===== config.mk =====
export PLATFORM = sky130hd
export DESIGN_NAME = bias_loader
export DESIGN_NICKNAME = d
export VERILOG_FILES = /design/src/rtl/bias_loader.sv
export SDC_FILE = /design/constraint.sdc
export NUM_CORES = 1
export LEC_CHECK = 0
export ABC_CLOCK_PERIOD_IN_PS = 2400
export CAP_MARGIN = 25
export CORE_MARGIN = 2
export CORE_UTILIZATION = 30
export DETAILED_ROUTE_END_ITERATION = 10
export SYNTH_ARGS = -nofsm -noshare
export SYNTH_HDL_FRONTEND = slang
export SYNTH_SLANG_ARGS = --single-unit

===== constraint.sdc =====
create_clock -name clk_i -period 2.4 [get_ports clk_i]
set_input_delay 0.24 -clock clk_i [delete_from_list [all_inputs] [get_ports clk_i]]
set_output_delay 0.24 -clock clk_i [all_outputs]
set_load 0.02 [all_outputs]

===== src/rtl/bias_loader.sv =====
// Packs K_CHANNELS stream words per bias_buffer entry; one registered write per entry, one cycle after the entry's last word.
// Ready is high in every LOAD cycle and nowhere else; the buffer side never stalls, so throughput is one word per cycle.
package definitions_pkg;
  localparam int K_CHANNELS = 4;
  localparam int ACC_WIDTH  = 32;
endpackage

module bias_loader
  import definitions_pkg::*;
#(
  parameter int DEPTH  = 64,
  parameter int ADDR_W = $clog2(DEPTH)
) (
  input  logic                            clk_i,
  input  logic                            rst_async_n_i,
  input  logic                            start_i,
  input  logic [ADDR_W-1:0]               base_addr_i,
  input  logic [ADDR_W:0]                 num_entries_i,
  output logic                            busy_o,
  output logic                            done_o,
  output logic                            err_o,
  input  logic                            s_valid_i,
  output logic                            s_ready_o,
  input  logic [ACC_WIDTH-1:0]            s_data_i,
  input  logic                            s_last_i,
  output logic                            loader_wr_en_o,
  output logic [ADDR_W-1:0]               loader_wr_addr_o,
  output logic [K_CHANNELS*ACC_WIDTH-1:0] loader_wr_data_o
);

  localparam int LANE_W = (K_CHANNELS > 1) ? $clog2(K_CHANNELS) : 1;
  localparam int CNT_W  = ADDR_W + 1;
  localparam logic [LANE_W-1:0] LAST_LANE = LANE_W'(K_CHANNELS - 1);
  localparam logic [CNT_W-1:0]  DEPTH_C   = CNT_W'(DEPTH);
  localparam logic [ADDR_W-1:0] LAST_ADDR = ADDR_W'(DEPTH - 1);

  typedef enum logic [1:0] {IDLE, LOAD, DONE} state_t;

  state_t                               state_q, state_d;
  logic [LANE_W-1:0]                    lane_cnt_q, lane_cnt_d;
  logic [CNT_W-1:0]                     entry_cnt_q, entry_cnt_d;
  logic [CNT_W-1:0]                     num_q, num_d;
  logic [ADDR_W-1:0]                    cur_addr_q, cur_addr_d;
  logic [ADDR_W-1:0]                    wr_addr_q, wr_addr_d;
  logic [K_CHANNELS-1:0][ACC_WIDTH-1:0] pack_q, pack_d;
  logic [K_CHANNELS-1:0][ACC_WIDTH-1:0] wr_data_q, wr_data_d;
  logic                                 wr_en_q, wr_en_d;
  logic                                 err_q, err_d;

  logic              hs;
  logic              lane_full;
  logic              final_word;
  logic [CNT_W-1:0]  num_sat;
  logic [ADDR_W-1:0] base_mod;

  always_comb begin
    num_sat    = (num_entries_i > DEPTH_C) ? DEPTH_C : num_entries_i;
    // Running address is kept in range so wrap needs only a compare with DEPTH-1.
    base_mod   = (CNT_W'(base_addr_i) >= DEPTH_C) ?
                 ADDR_W'(CNT_W'(base_addr_i) - DEPTH_C) : base_addr_i;
    hs         = s_valid_i && (state_q == LOAD);
    lane_full  = (lane_cnt_q == LAST_LANE);
    final_word = lane_full && ((entry_cnt_q + CNT_W'(1)) == num_q);
  end

  always_comb begin
    state_d     = state_q;
    lane_cnt_d  = lane_cnt_q;
    entry_cnt_d = entry_cnt_q;
    num_d       = num_q;
    cur_addr_d  = cur_addr_q;
    wr_addr_d   = wr_addr_q;
    pack_d      = pack_q;
    wr_data_d   = wr_data_q;
    wr_en_d     = 1'b0;
    err_d       = err_q;

    case (state_q)
      IDLE: begin
        if (start_i) begin
          err_d       = 1'b0;
          lane_cnt_d  = '0;
          entry_cnt_d = '0;
          num_d       = num_sat;
          cur_addr_d  = base_mod;
          state_d     = (num_sat == '0) ? DONE : LOAD;
        end
      end
      LOAD: begin
        if (hs) begin
          // Covers both a stray last and a missing last on the final word.
          if (s_last_i != final_word) err_d = 1'b1;
          if (lane_full) begin
            wr_en_d                  = 1'b1;
            wr_addr_d                = cur_addr_q;
            wr_data_d                = pack_q;
            wr_data_d[K_CHANNELS-1]  = s_data_i;
            lane_cnt_d               = '0;
            entry_cnt_d              = entry_cnt_q + CNT_W'(1);
            cur_addr_d               = (cur_addr_q == LAST_ADDR) ? '0 : cur_addr_q + ADDR_W'(1);
            if (final_word) state_d  = DONE;
          end else begin
            pack_d[lane_cnt_q] = s_data_i;
            lane_cnt_d         = lane_cnt_q + LANE_W'(1);
          end
        end
      end
      DONE:    state_d = IDLE;
      default: state_d = IDLE;
    endcase
  end

  always_ff @(posedge clk_i or negedge rst_async_n_i) begin
    if (!rst_async_n_i) begin
      state_q     <= IDLE;
      lane_cnt_q  <= '0;
      entry_cnt_q <= '0;
      num_q       <= '0;
      cur_addr_q  <= '0;
      wr_addr_q   <= '0;
      pack_q      <= '0;
      wr_data_q   <= '0;
      wr_en_q     <= 1'b0;
      err_q       <= 1'b0;
    end else begin
      state_q     <= state_d;
      lane_cnt_q  <= lane_cnt_d;
      entry_cnt_q <= entry_cnt_d;
      num_q       <= num_d;
      cur_addr_q  <= cur_addr_d;
      wr_addr_q   <= wr_addr_d;
      pack_q      <= pack_d;
      wr_data_q   <= wr_data_d;
      wr_en_q     <= wr_en_d;
      err_q       <= err_d;
    end
  end

  assign busy_o           = (state_q != IDLE);
  assign done_o           = (state_q == DONE);
  assign s_ready_o        = (state_q == LOAD);
  assign err_o            = err_q;
  assign loader_wr_en_o   = wr_en_q;
  assign loader_wr_addr_o = wr_addr_q;
  assign loader_wr_data_o = wr_data_q;

endmodule

==> flow_summary.toml <==
[run_status]
run_status = "finished clean"

[placement]
place_inst = 1553
finalWeightedCongestion = 0.760
port_buffers = 188
detailed_place_hpwl_microns = 15900

[synth]
netlist_top_cells_area = "dfrtp_1 (62%), nand2_1 (15%), mux2_4 (7.1%), mux2_2 (5.2%), buf_6 (1.1%)"
netlist.area_leader.share_pct = 61.7
ys.warnings.count = 0
synth_top_flop_cell = "dfrtp_1"
synth-seq-area-share_pct = 61.7
post_synth.cell_area_avg_sq_um = 11.1
synth_enable_flop_cells = 0
number_of_instances_in_the_synthesized_netlist = 939
syn-num-nets = 995
asyncSetResetFlopFracSynth_pct = 100
ys_types = 47
netlist.top_cell.by_area = "dfrtp_1"
postSynthRegisterBits = 256
post_synth_instance_area_sq_um = 10400

[floorplanning]
start_util_pct = 30.3
core_sq_um = 34300
num_io_pins = 189
dieArea_sq_um = 36100
core.rowCount = 68
die_height_microns = 190
chipWidth_microns = 190

[cells_and_area]
layout.cells.most_common = "nand2_1"
num-fill-cells = 3326
mostFrequentLayoutCells = "nand2_1 (425), dfrtp_1 (255), clkdlybuf4s50_1 (187)"
final_core_util_pct = 40.3
diodes_inserted = 0
non_filler_cells_in_the_finished_layout = 1604
syn_to_final_growth_pct = 33.1
nets = 1186
proportion_of_layout_cells_with_a_drive_suffix_above_1_pct = 15.1

[power]
power.ir.vdd_worst_mv = 0.639
p_per_area_nw_per_um2 = 1400
static-leakage-power_nw = 6.65

[worst_setup_path]
worst_path_cell_chain = "nand2b_4 -> inv_6 -> clkdlybuf4s50_1"
worstSetupStartpointType = "register"
crit_type = "reg2out"
worst-endpoint-arrival_ps = 2030
worst_setup_path_end_kind = "output port"
critical_path_s_largest_stage_delay_ps = 610
worstPathMaxFanout = 11
critical_path_required_ps = 2160
crit_slowest_cell = "clkdlybuf4s50_1"

[global_route]
grt_start_max_net_pins = 75
number_of_global_route_vias_before_repair = 7294
track_usage_pct = 13.9
grt_antenna_before_repair = 0
grt_remaining_overflow = 0
grt_first_pass_wirelength_microns = 40400

[clock_tree]
insertion_delay_ps = 530
postCtsSetupRepairBufs = 0
clock-sinks = 256
cts_inserted_buffers = 29
clkSlewWorstSetupHoldPaths_ps = 60
cts_h_tree_depth = 1
cts_tree = "done"
max-clock-path-buffers = 3
cts-root-buf = "clkbuf_16"

[timing]
clock-skew-final_ps = 8.40
setup_violations = 0
min_period_ps = 2270
max_transition_margin_pct = 66.2
tightest_slew_ps = 507
clock.fmax_ghz = 0.441
count_of_final_max_slew_check_failures = 0
setup_total_negative_slack_ps = 0
tcrit_tclk_final_pct = 94.5
finalHoldViolations = 0
grt_setup_unrepaired = "false"

[detailed_routing]
detail_route.wl_per_cell_microns = 15.4
routed-via-count = 7067
viasPerCell = 4.41
dr.first_iter.drc_count = 313
ant_nets = 0
detail_route.drc_violations = 0
drt-total-wl_microns = 24800
first_pass_iters = 4

[worst_hold_path]
timing.hold.worst.class = "in2async"

[flow_run]
cap_violations = 0
[per-layer routing]
layer / GRT usage (%) / vias to the layer above / part of all wire (%)
met3: 2.80 / 35 / 5.2
li1: - / 3403 / -
met4: 3.76 / 0 / 2.0
met1: 19.8 / 3466 / 48
met2: 21.4 / 163 / 45
met5: 0 / - / 0
[stage by stage]
stage | hold slack (ps) | power [mW] | instance area, sq um | setup WS [ps]
floorplan | -55.6 | 11.7 | 10400 | 681
global placement | 223 | 14.8 | 12800 | 425
detailed placement | 232 | 14.9 | 12800 | 396
CTS | 243 | 19.6 | 13800 | 77.7
global route | 268 | 20.6 | 13800 | 53.4
finish | 243 | 19.3 | 13800 | 132
[worst max-delay path: cells and delay by family (launching register included)]
kind	cells	cell delay, ps
buffers and inverters	2	760
flip-flops	1	470
AND/OR/NAND/NOR	1	260
[cell families (layout without fill, tap and decap cells)]
| kind of cell | after synthesis | after routing | synth area share [%] |
|---|---|---|---|
| adders and majority gates | 6 | 6 | 0.723 |
| muxes | 97 | 97 | 12.3 |
| xor gates and xnor gates | 11 | 11 | 1.06 |
| DFF | 256 | 256 | 61.7 |
| buffers and inverters | 52 | 262 | 2.89 |
| and+or+nand+nor | 470 | 470 | 18.5 |
| AOI/OAI and AO/OA | 47 | 47 | 2.83 |
[power breakdown]
part	total (mW)	switching (mW)	internal, mW
clock	4.51	1.77	2.74
combinational	7.34	3.59	3.75
sequential	7.45	1.16	6.28
[worst paths after layout]
kind / start / to / slack, ps / cells past startpoint
max: state_q[1]$_DFFE_PN0P_ / s_ready_o / 130 / 3
min: rst_async_n_i / loader_wr_data_o[106]$_DFFE_PN0P_ / 240 / 2
max reg2reg: entry_cnt_q[0]$_DFFE_PN0P_ / state_q[0]$_DFFE_PN0P_ / 460 / 6
min reg2reg: pack_q[16]$_DFFE_PN0P_ / loader_wr_data_o[16]$_DFFE_PN0P_ / 460 / 2
max in group asynchronous: rst_async_n_i / state_q[0]$_DFFE_PN0P_ / 1440 / 3
min in group clk_i: base_addr_i[1] / cur_addr_q[1]$_DFFE_PN0P_ / 300 / 3
[synth_stat cells, types with 2 or more instances]
cell type / instances
a21oi_1: 6
a22o_1: 3
a31oi_1: 5
and3_1: 2
buf_1: 4
buf_2: 19
buf_6: 10
clkbuf_1: 13
dfrtp_1: 256
ha_1: 6
inv_1: 3
mux2_2: 48
mux2_4: 49
nand2_1: 425
nand2_4: 4
nand2b_1: 7
nand3_1: 9
nor2_1: 7
nor3_1: 2
nor3b_1: 4
o21ai_0: 22
o41ai_1: 2
xnor2_1: 5
xor2_1: 5
[what timing repair did]
item	4_1_cts	5_1_grt
gates resized for setup	0	1
hold buffers	1	0
setup endpoints to repair	0	1
endpoints found under the hold margin	55	0
[sequential cells by signal (all words and copies together) (netlist names)]
register          cells
num_q                 7
state_q               2
loader_wr_en_o        1
loader_wr_data_o    128
cur_addr_q            6
pack_q               96
err_o                 1
lane_cnt_q            2
loader_wr_addr_o      6
entry_cnt_q           7
[cell type report]
cell class	instances	area (sq um)	area share, %
clock inverter	13	181	1.31
clock buffer	37	786	5.69
sequential	256	6410	46.4
tap	455	569	4.12
timing repair buffer	207	2170	15.7
inverter	5	26.3	0.190
multi-input combinational	631	3680	26.6
No activity file was read; power rests on OpenSTA's default activity.
